==> config.mk <==
export PLATFORM = sky130hd
export DESIGN_NAME = eth_header_parser
export DESIGN_NICKNAME = d
export VERILOG_FILES = /design/src/rtl/l2_pkg.sv /design/src/rtl/eth_header_parser.sv
export SDC_FILE = /design/constraint.sdc
export NUM_CORES = 1
export LEC_CHECK = 0
export BUFFER_PORTS_ARGS = -buffer_cell sky130_fd_sc_hd__buf_2
export CAP_MARGIN = 20
export CORE_MARGIN = 2
export CORE_UTILIZATION = 40
export DETAILED_ROUTE_END_ITERATION = 6
export PLACE_DENSITY_LB_ADDON = 0.1
export SLEW_MARGIN = 5
export SYNTH_ARGS = -nofsm -noshare
export SYNTH_HDL_FRONTEND = slang
export SYNTH_SLANG_ARGS = --single-unit
export TNS_END_PERCENT = 30
==> constraint.sdc <==
create_clock -name clk -period 3.12 [get_ports clk]
set_input_delay 0.78 -clock clk [delete_from_list [all_inputs] [get_ports clk]]
set_output_delay 0.78 -clock clk [all_outputs]
set_load 0.01 [all_outputs]
==> src/rtl/l2_pkg.sv <==
// Shared L2 definitions for the Ethernet header parser and the EtherType classifier.
package l2_pkg;

  localparam logic [15:0] ETH_IPV4  = 16'h0800;
  localparam logic [15:0] ETH_IPV6  = 16'h86DD;
  localparam logic [15:0] TPID_CTAG = 16'h8100;
  localparam logic [15:0] TPID_STAG = 16'h88A8;
  localparam int          MAC_W     = 48;
  localparam int          ETYPE_W   = 16;

  typedef enum logic [2:0] {
    ST_IDLE,
    ST_DST,
    ST_SRC,
    ST_TYPE,
    ST_TCI,
    ST_PAYLOAD
  } parser_state_e;

endpackage

==> src/rtl/eth_header_parser.sv <==
// Byte-serial Ethernet L2 header parser: extracts MACs, strips up to MAX_TAGS
// VLAN tags and reports the effective EtherType with a one-cycle strobe.
module eth_header_parser #(
  parameter logic [15:0] TPID_CTAG = l2_pkg::TPID_CTAG,
  parameter logic [15:0] TPID_STAG = l2_pkg::TPID_STAG,
  parameter int unsigned MAX_TAGS  = 2
) (
  input  logic                        clk,
  input  logic                        rst,
  input  logic [7:0]                  rx_data,
  input  logic                        rx_valid,
  input  logic                        rx_sop,
  input  logic                        rx_eop,
  output logic [l2_pkg::MAC_W-1:0]    dst_mac,
  output logic [l2_pkg::MAC_W-1:0]    src_mac,
  output logic [l2_pkg::ETYPE_W-1:0]  eth_type,
  output logic [11:0]                 vlan_id,
  output logic [1:0]                  vlan_cnt,
  output logic                        hdr_valid,
  output logic                        hdr_err,
  output logic                        busy
);
  import l2_pkg::*;

  localparam logic [1:0] LP_MAX_TAGS = 2'(MAX_TAGS);

  parser_state_e r_state, w_next_state;
  logic [3:0]    r_byte_cnt;
  logic [1:0]    r_tag_cnt;
  logic [47:0]   r_dst_sh, r_src_sh;
  logic [7:0]    r_type_hi;
  logic [3:0]    r_vid_hi;
  logic [11:0]   r_vid_sh;
  logic [47:0]   r_dst_mac, r_src_mac;
  logic [15:0]   r_eth_type;
  logic [11:0]   r_vlan_id;
  logic [1:0]    r_vlan_cnt;
  logic          r_hdr_valid, r_hdr_err;

  logic [15:0]   w_type;
  logic          w_strip, w_hdr_done, w_hdr_abort;

  // NOTE: every signal driven here gets a default first so no path can infer a latch.
  always_comb begin
    w_next_state = r_state;
    w_hdr_done   = 1'b0;
    w_hdr_abort  = 1'b0;
    w_type       = {r_type_hi, rx_data};
    w_strip      = ((w_type == TPID_CTAG) || (w_type == TPID_STAG)) && (r_tag_cnt < LP_MAX_TAGS);
    if (rx_valid) begin
      if (rx_sop) begin
        // A sop restarts the frame; only an unfinished header counts as an abort.
        w_hdr_abort  = rx_eop || ((r_state != ST_IDLE) && (r_state != ST_PAYLOAD));
        w_next_state = rx_eop ? ST_IDLE : ST_DST;
      end else begin
        case (r_state)
          ST_IDLE: ;
          ST_DST: begin
            if (rx_eop) begin
              w_hdr_abort  = 1'b1;
              w_next_state = ST_IDLE;
            end else if (r_byte_cnt == 4'd5) begin
              w_next_state = ST_SRC;
            end
          end
          ST_SRC: begin
            if (rx_eop) begin
              w_hdr_abort  = 1'b1;
              w_next_state = ST_IDLE;
            end else if (r_byte_cnt == 4'd5) begin
              w_next_state = ST_TYPE;
            end
          end
          ST_TYPE: begin
            if (r_byte_cnt == 4'd1 && !w_strip) begin
              w_hdr_done   = 1'b1;
              w_next_state = rx_eop ? ST_IDLE : ST_PAYLOAD;
            end else if (rx_eop) begin
              w_hdr_abort  = 1'b1;
              w_next_state = ST_IDLE;
            end else if (r_byte_cnt == 4'd1) begin
              w_next_state = ST_TCI;
            end
          end
          ST_TCI: begin
            if (rx_eop) begin
              w_hdr_abort  = 1'b1;
              w_next_state = ST_IDLE;
            end else if (r_byte_cnt == 4'd1) begin
              w_next_state = ST_TYPE;
            end
          end
          ST_PAYLOAD: if (rx_eop) w_next_state = ST_IDLE;
          default:    w_next_state = ST_IDLE;
        endcase
      end
    end
  end

  // NOTE: sequential state uses non-blocking assignments so every register samples pre-edge values.
  always_ff @(posedge clk) begin
    if (rst) begin
      r_state    <= ST_IDLE;
      r_byte_cnt <= '0;
    end else if (rx_valid) begin
      r_state <= w_next_state;
      if (rx_sop)                       r_byte_cnt <= 4'd1;
      else if (w_next_state != r_state) r_byte_cnt <= '0;
      else if (r_state != ST_IDLE)      r_byte_cnt <= r_byte_cnt + 4'd1;
    end
  end

  // NOTE: shadow registers are reset too, so a header never exposes bytes of an older frame.
  always_ff @(posedge clk) begin
    if (rst) begin
      r_dst_sh    <= '0;
      r_src_sh    <= '0;
      r_type_hi   <= '0;
      r_vid_hi    <= '0;
      r_vid_sh    <= '0;
      r_tag_cnt   <= '0;
      r_dst_mac   <= '0;
      r_src_mac   <= '0;
      r_eth_type  <= '0;
      r_vlan_id   <= '0;
      r_vlan_cnt  <= '0;
      r_hdr_valid <= 1'b0;
      r_hdr_err   <= 1'b0;
    end else begin
      r_hdr_valid <= w_hdr_done;
      r_hdr_err   <= w_hdr_abort;
      if (rx_valid && rx_sop) begin
        r_dst_sh  <= {40'd0, rx_data};
        r_src_sh  <= '0;
        r_type_hi <= '0;
        r_vid_hi  <= '0;
        r_vid_sh  <= '0;
        r_tag_cnt <= '0;
      end else if (rx_valid) begin
        case (r_state)
          ST_DST:  r_dst_sh <= {r_dst_sh[39:0], rx_data};
          ST_SRC:  r_src_sh <= {r_src_sh[39:0], rx_data};
          ST_TYPE: if (r_byte_cnt == 4'd0) r_type_hi <= rx_data;
          ST_TCI: begin
            if (r_byte_cnt == 4'd0) begin
              r_vid_hi <= rx_data[3:0];
            end else begin
              // Only the outermost tag supplies the reported VID.
              if (r_tag_cnt == 2'd0) r_vid_sh <= {r_vid_hi, rx_data};
              r_tag_cnt <= r_tag_cnt + 2'd1;
            end
          end
          default: ;
        endcase
      end
      if (w_hdr_done) begin
        r_dst_mac  <= r_dst_sh;
        r_src_mac  <= r_src_sh;
        r_eth_type <= w_type;
        r_vlan_id  <= r_vid_sh;
        r_vlan_cnt <= r_tag_cnt;
      end
    end
  end

  assign dst_mac   = r_dst_mac;
  assign src_mac   = r_src_mac;
  assign eth_type  = r_eth_type;
  assign vlan_id   = r_vlan_id;
  assign vlan_cnt  = r_vlan_cnt;
  assign hdr_valid = r_hdr_valid;
  assign hdr_err   = r_hdr_err;
  assign busy      = (r_state != ST_IDLE);

endmodule

# Yosys cells after proc, flatten, opt, wreduce, memory -nomap -nowiden
# Index checks and enable logic that the tools add are counted.
[word_totals] register_bits=257
[op_classes] eq_ne=11 n_lt_le_gt_ge=1 n_addsub=2 n_reduce_logical=25 bitwise_logic=2 n_mux=29
[ops] op="3-bit 2-to-1 mux" n=13
[ops] op="16-bit equality test (second input constant)" n=2
[ops] op="8-bit 2-to-1 mux" n=3
[ops] op="3-bit one-hot mux with 6 select lines" n=1
[ops] op="4-bit 2-to-1 mux" n=3
[ops] op="3-bit AND reduction" n=3
[ops] op="1-bit 2-to-1 mux" n=8
[ops] op="2-bit AND reduction" n=4
[ops] op="3-bit by 2-bit equality test with 1-bit output (second input constant)" n=2
[ops] op="3-bit equality test (second input constant)" n=2
[ops] op="3-bit nonzero test" n=2
[ops] op="4-bit by 1-bit adder with 4-bit output (second input constant)" n=1
[ops] op="4-bit by 1-bit equality test with 1-bit output (second input constant)" n=1
[ops] op="4-bit by 3-bit equality test with 1-bit output (second input constant)" n=1
[ops] op="1-bit logical AND" n=4
[ops] op="4-bit logical NOT" n=1
[ops] op="4-bit AND reduction" n=1
[ops] op="2-bit nonzero test" n=2
[ops] op="2-bit OR reduction" n=2
[ops] op="3-bit by 1-bit equality test with 1-bit output (second input constant)" n=1
[ops] op="3-bit logical NOT" n=1
[ops] op="3-bit inequality test" n=1
[ops] op="3-bit inequality test (second input constant)" n=1
[ops] op="3-bit OR reduction" n=1
[ops] op="other kinds (7)" n=9

# Longest topological paths before layout
[logic_depth] word_depth=12 depth_mapped=11 ltp_nobuf=8

# Least setup slack after synthesis
# No wires, ideal clock.
[synth_timing] path_kind="in2reg" from="input port rx_data[3]" to="register r_byte_cnt[1]" slack_ns=0.758 stages=6 arrival_time_ns=2.220 path_cell_list="or4b_1 mux2i_1 a21oi_2 or3_1 a41oi_2 a2111oi_2"
[synth_via] elab_chain_len=12 word_cells_on_any_way=15
[synth_lines] item="start, declared" line_no="eth_header_parser.sv:10" source="input logic [7:0] rx_data,"
[synth_lines] item="16-bit equality test" line_no="eth_header_parser.sv:49" source="w_strip = ((w_type == TPID_CTAG) || (w_type == TPID_STAG)) && (r_tag_cnt < LP_MAX_TAGS);"
[synth_lines] item="1-bit logical OR (*)" line_no="eth_header_parser.sv:49"
[synth_lines] item="1-bit logical AND (*)" line_no="eth_header_parser.sv:49"
[synth_lines] item="1-bit logical NOT (*)" line_no="eth_header_parser.sv:75" source="if (r_byte_cnt == 4'd1 && !w_strip) begin"
[synth_lines] item="1-bit logical AND (*)" line_no="eth_header_parser.sv:75"
[synth_lines] item="3-bit 2-to-1 mux (*)" line_no="eth_header_parser.sv:75"
[synth_lines] item="3-bit one-hot mux with 6 select lines (*)" line_no="eth_header_parser.sv:56" source="case (r_state)"
[synth_lines] item="3-bit 2-to-1 mux (*)" line_no="eth_header_parser.sv:51" source="if (rx_sop) begin"
[synth_lines] item="3-bit 2-to-1 mux (*)" line_no="eth_header_parser.sv:50" source="if (rx_valid) begin"
[synth_lines] item="3-bit inequality test (*)" line_no="eth_header_parser.sv:108" source="else if (w_next_state != r_state) r_byte_cnt <= '0;"
[synth_lines] item="3-bit nonzero test (no source line) or 4-bit 2-to-1 mux (tied branches)"
[synth_lines] item="2-bit AND reduction (no source line) or 4-bit 2-to-1 mux (tied branches)"
[synth_lines] item="end signal, assigned" line_no="eth_header_parser.sv:109" source="else if (r_state != ST_IDLE) r_byte_cnt <= r_byte_cnt + 4'd1;"
[synth_lines] item="end, declared" line_no="eth_header_parser.sv:28" source="logic [3:0] r_byte_cnt;"
# Every way passes the cells marked *; elsewhere a longest branch is shown, timed or not.
# A chain may end at the register's enable or synchronous reset.

# Worst setup path in the final report
[layout_timing] from="register r_byte_cnt[1]" to="register r_src_mac[22] (netlist: src_mac[22])"
[layout_via] elab_chain_len=6
[layout_lines] item="4-bit by 1-bit equality test with 1-bit output" line_no="eth_header_parser.sv:75"
[layout_lines] item="1-bit logical AND" line_no="eth_header_parser.sv:75"
[layout_lines] item="1-bit 2-to-1 mux" line_no="eth_header_parser.sv:75"
[layout_lines] item="1-bit 2-to-1 mux" line_no="eth_header_parser.sv:56"
[layout_lines] item="1-bit 2-to-1 mux" line_no="eth_header_parser.sv:51"
[layout_lines] item="1-bit 2-to-1 mux" line_no="eth_header_parser.sv:50"
[layout_lines] item="end signal, assigned" line_no="eth_header_parser.sv:158" source="r_src_mac <= r_src_sh;"
[layout_lines] item="end, declared" line_no="eth_header_parser.sv:34" source="logic [47:0] r_dst_mac, r_src_mac;"
# Every way passes these cells.

==> flow_summary.yaml <==
global_route:
  grt_max_degree: 109
  overflow: 0
  antenna_found_initial: 0
  grt_pass1_wl_um: 37570
  grt_usage: 0.1851
  first_global_vias: 7198
detailed_routing:
  drt_first_pass_iters: 5
  drtIter0Drc: 385
  postRouteAntennaNets: 0
  vias: 7961
  post_drt_wl_per_cell_um: 14.55
  drt-total-wl_um: 23630
  vias_per_cell: 4.902
  drc: 0
clocking:
  cts_resized: 0
  cts_tree: "yes"
  numClockSinks: 257
  postCtsSetupRepairBufs: 0
  cts_root_buffer: "clkbuf_16"
  cts-htree-levels: 1
  holdBufCountCts: 0
  numCtsBuffers: 28
  insertion_delay_ns: 0.53
  clk_pin_slew_ns: 0.06
  clockBufferDepth: 3
timing:
  fmax_mhz: 359.9
  tns_ns: 0
  hold_ws_ns: 0.4490
  rsz0062_at_grt: "false"
  finalHoldViolCount: 0
  fin_crit_ns: 2.779
  relSlewSlack: 0.4014
  worst_pin_slew_ns: 0.8867
  timing.final.crit_share: 0.8907
  maxSlewViolCount: 0
  fin_worst_skew_ns: 0.009179
  setup_viol: 0
critical_path:
  critPathLaunch: "r_byte_cnt[1]"
  r2r_setup_slack_ns: 0.34
  cp-start-kind: "register"
  reg2regPathDepth: 9
  rr_startpoint: "r_byte_cnt[1]"
  critPathMaxFanout: 73
  arrival_ns: 3.23
  r2r-end: "src_mac[22]"
  critPathKind: "reg2reg"
  setup.worst_path.end_class: "register"
  cp.required_ns: 3.57
  worstSetupEndpoint: "src_mac[22]"
pwr:
  combPwrFrac: 0.029
  leakagePower_uw: 0.004337
  ir_drop_v: 0.0003081
  pwr-share-clk: 0.481
  p_int_uw: 5314
  swShare: 0.2121
  p_switching_uw: 1431
  p_seq_frac: 0.489
  power_density_nw_per_um2: 595.0
yosys:
  synthArstFlopShare: 0
  synth_top_area_cell: "dfxtp_1"
  seq_area_frac_synth: 0.5472
  yosys_register_bits: 257
  ys_types: 49
  synthTopCellsByArea: "dfxtp_1 55%, nand2_1 18%, a21oi_1 12%"
  synth-edff-count: 0
  syn_nets: 1187
  syn_avg_cell_area_um2: 8.037
  netlist_instances: 1170
  ys.flop_type: "dfxtp_1"
  synth_warnings: 0
  synth_most_common_cell: "nand2_1"
  synth_top_area_frac: 0.5472
  synth_commonest_cells: "458 x nand2_1, 257 x dfxtp_1, 229 x a21oi_1"
  syn-cell-area_um2: 9403
final_layout:
  antenna_cells: 0
  nNetsFinal: 1301
  final_area_um2: 11340
  fin_cells: 1624
  drive_gt1_frac: 0.1693
  area_growth_pct: 20.56
floorplan:
  core_area_um2: 23260
  io_pins: 142
  die_area_um2: 24750
  die_w_um: 157.3
  start_util: 0.4042
  chipHeight_um: 157.3
  fp-row-count: 56
placed_design:
  place_area_um2: 10410
  dp_hpwl_um: 14910
  dp.cells: 1573
  gp_congestion: 0.8148
  io_buffers: 141
run_status:
  outcome: "completed"
worst_hold_path:
  hold_class: "reg2reg"
run:
  drv_cap: 0
-- layer usage --
layer | track usage | vias up | part of all wire
met5 | 0 | - | 0
met4 | 0.04502 | 0 | 0.011
met3 | 0.03276 | 22 | 0.049
met2 | 0.2926 | 153 | 0.45
met1 | 0.2625 | 3719 | 0.49
li1 | - | 4067 | -
-- power by group through the flow --
stage	Combinational [µW]	Sequential [µW]	Clock, µW
final	198	3300	3250
after CTS	201	3300	3330
after global placement	201	3370	0
after global routing	218	3300	3460
after floorplan	117	3370	0
after detailed placement	200	3370	0
-- critical path, stage by stage, from the launching register on --
cell and delay [ns]:
dfxtp_1 0.31, inv_1 0.12, ha_1 0.25, nand2b_4 0.09, or4_1 0.50, a21oi_2 0.23, and2b_4 0.53, buf_12 0.36
nand2_1 0.10, a21oi_1 0.13
-- worst min-delay path by stage --
stage | from | endpoint | slack (ns) | cells past startpoint
2_1_floorplan | r_vid_sh[0] | vlan_id[0] | 0.43 | 2
3_3_place_gp | r_vid_sh[10] | vlan_id[10] | 0.44 | 2
3_5_place_dp | dst_mac[44] | dst_mac[44] | 0.44 | 2
4_1_cts | src_mac[33] | src_mac[33] | 0.45 | 2
5_1_grt | dst_mac[43] | dst_mac[43] | 0.47 | 2
6_report | src_mac[43] | src_mac[43] | 0.45 | 2
-- kinds of logic (layout without fill, tap and decap cells) --
kind of cell             Yosys count  after routing  share of synthesized area
flip-flops                       257            257                     0.5472
adder cells (fa/ha/maj)            4              4                   0.005323
AO/OA/AOI/OAI                    250            250                     0.1400
multiplexers                      26             26                    0.02768
XOR/XNOR                           3              3                   0.002795
buffers and inverters             93            228                    0.04844
AND/OR/NAND/NOR                  537            537                     0.2286
-- sequential cells by signal, summed over array words and instances (netlist names), 8 cells and up --
signal	count
dst_mac	48
r_vid_sh	12
src_mac	48
r_type_hi	8
r_src_sh	48
vlan_id	12
eth_type	16
r_dst_sh	48
-- cells in the final DEF (no fill, tap or decap), types with 2 or more instances in the layout --
cell type and n:
or4_1 3, or3_1 3, a31oi_1 2, nand2b_1 3
o21ai_0 3, a21oi_1 229, nand4_1 3, nor4b_1 2
inv_1 8, nand2_1 458, dfxtp_1 257, mux2i_1 26
xnor2_1 2, buf_12 7, ha_1 4, nand4b_1 3
clkbuf_1 9, clkbuf_16 29, clkbuf_8 8, o31ai_1 2
and3_1 2, nor4_1 5, buf_2 140, buf_4 21
nor3b_1 2, nor3_1 5, clkinv_2 3, nor2_1 37
-- through the flow --
stage / worst slack [ns] / util / power, µW
6_report: 0.3412 / 0.4873 / 6745
5_1_grt: 0.1067 / 0.4873 / 6979
4_1_cts: 0.3167 / 0.4873 / 6828
3_5_place_dp: 0.2917 / 0.4477 / 3573
3_3_place_gp: 0.3446 / 0.4477 / 3574
2_1_floorplan: 0.7577 / - / 3487
-- layout make-up --
cell class,instances,area [µm²]
clock buffers,46,869.6
clock inverters,5,52.55
fillers,2366,11930
inverters,9,33.78
multi-input cells,820,3837
flip-flops and latches,257,5145
well taps,319,399.1
repair buffers,168,998.5
Power figures use the tool's default switching activity.
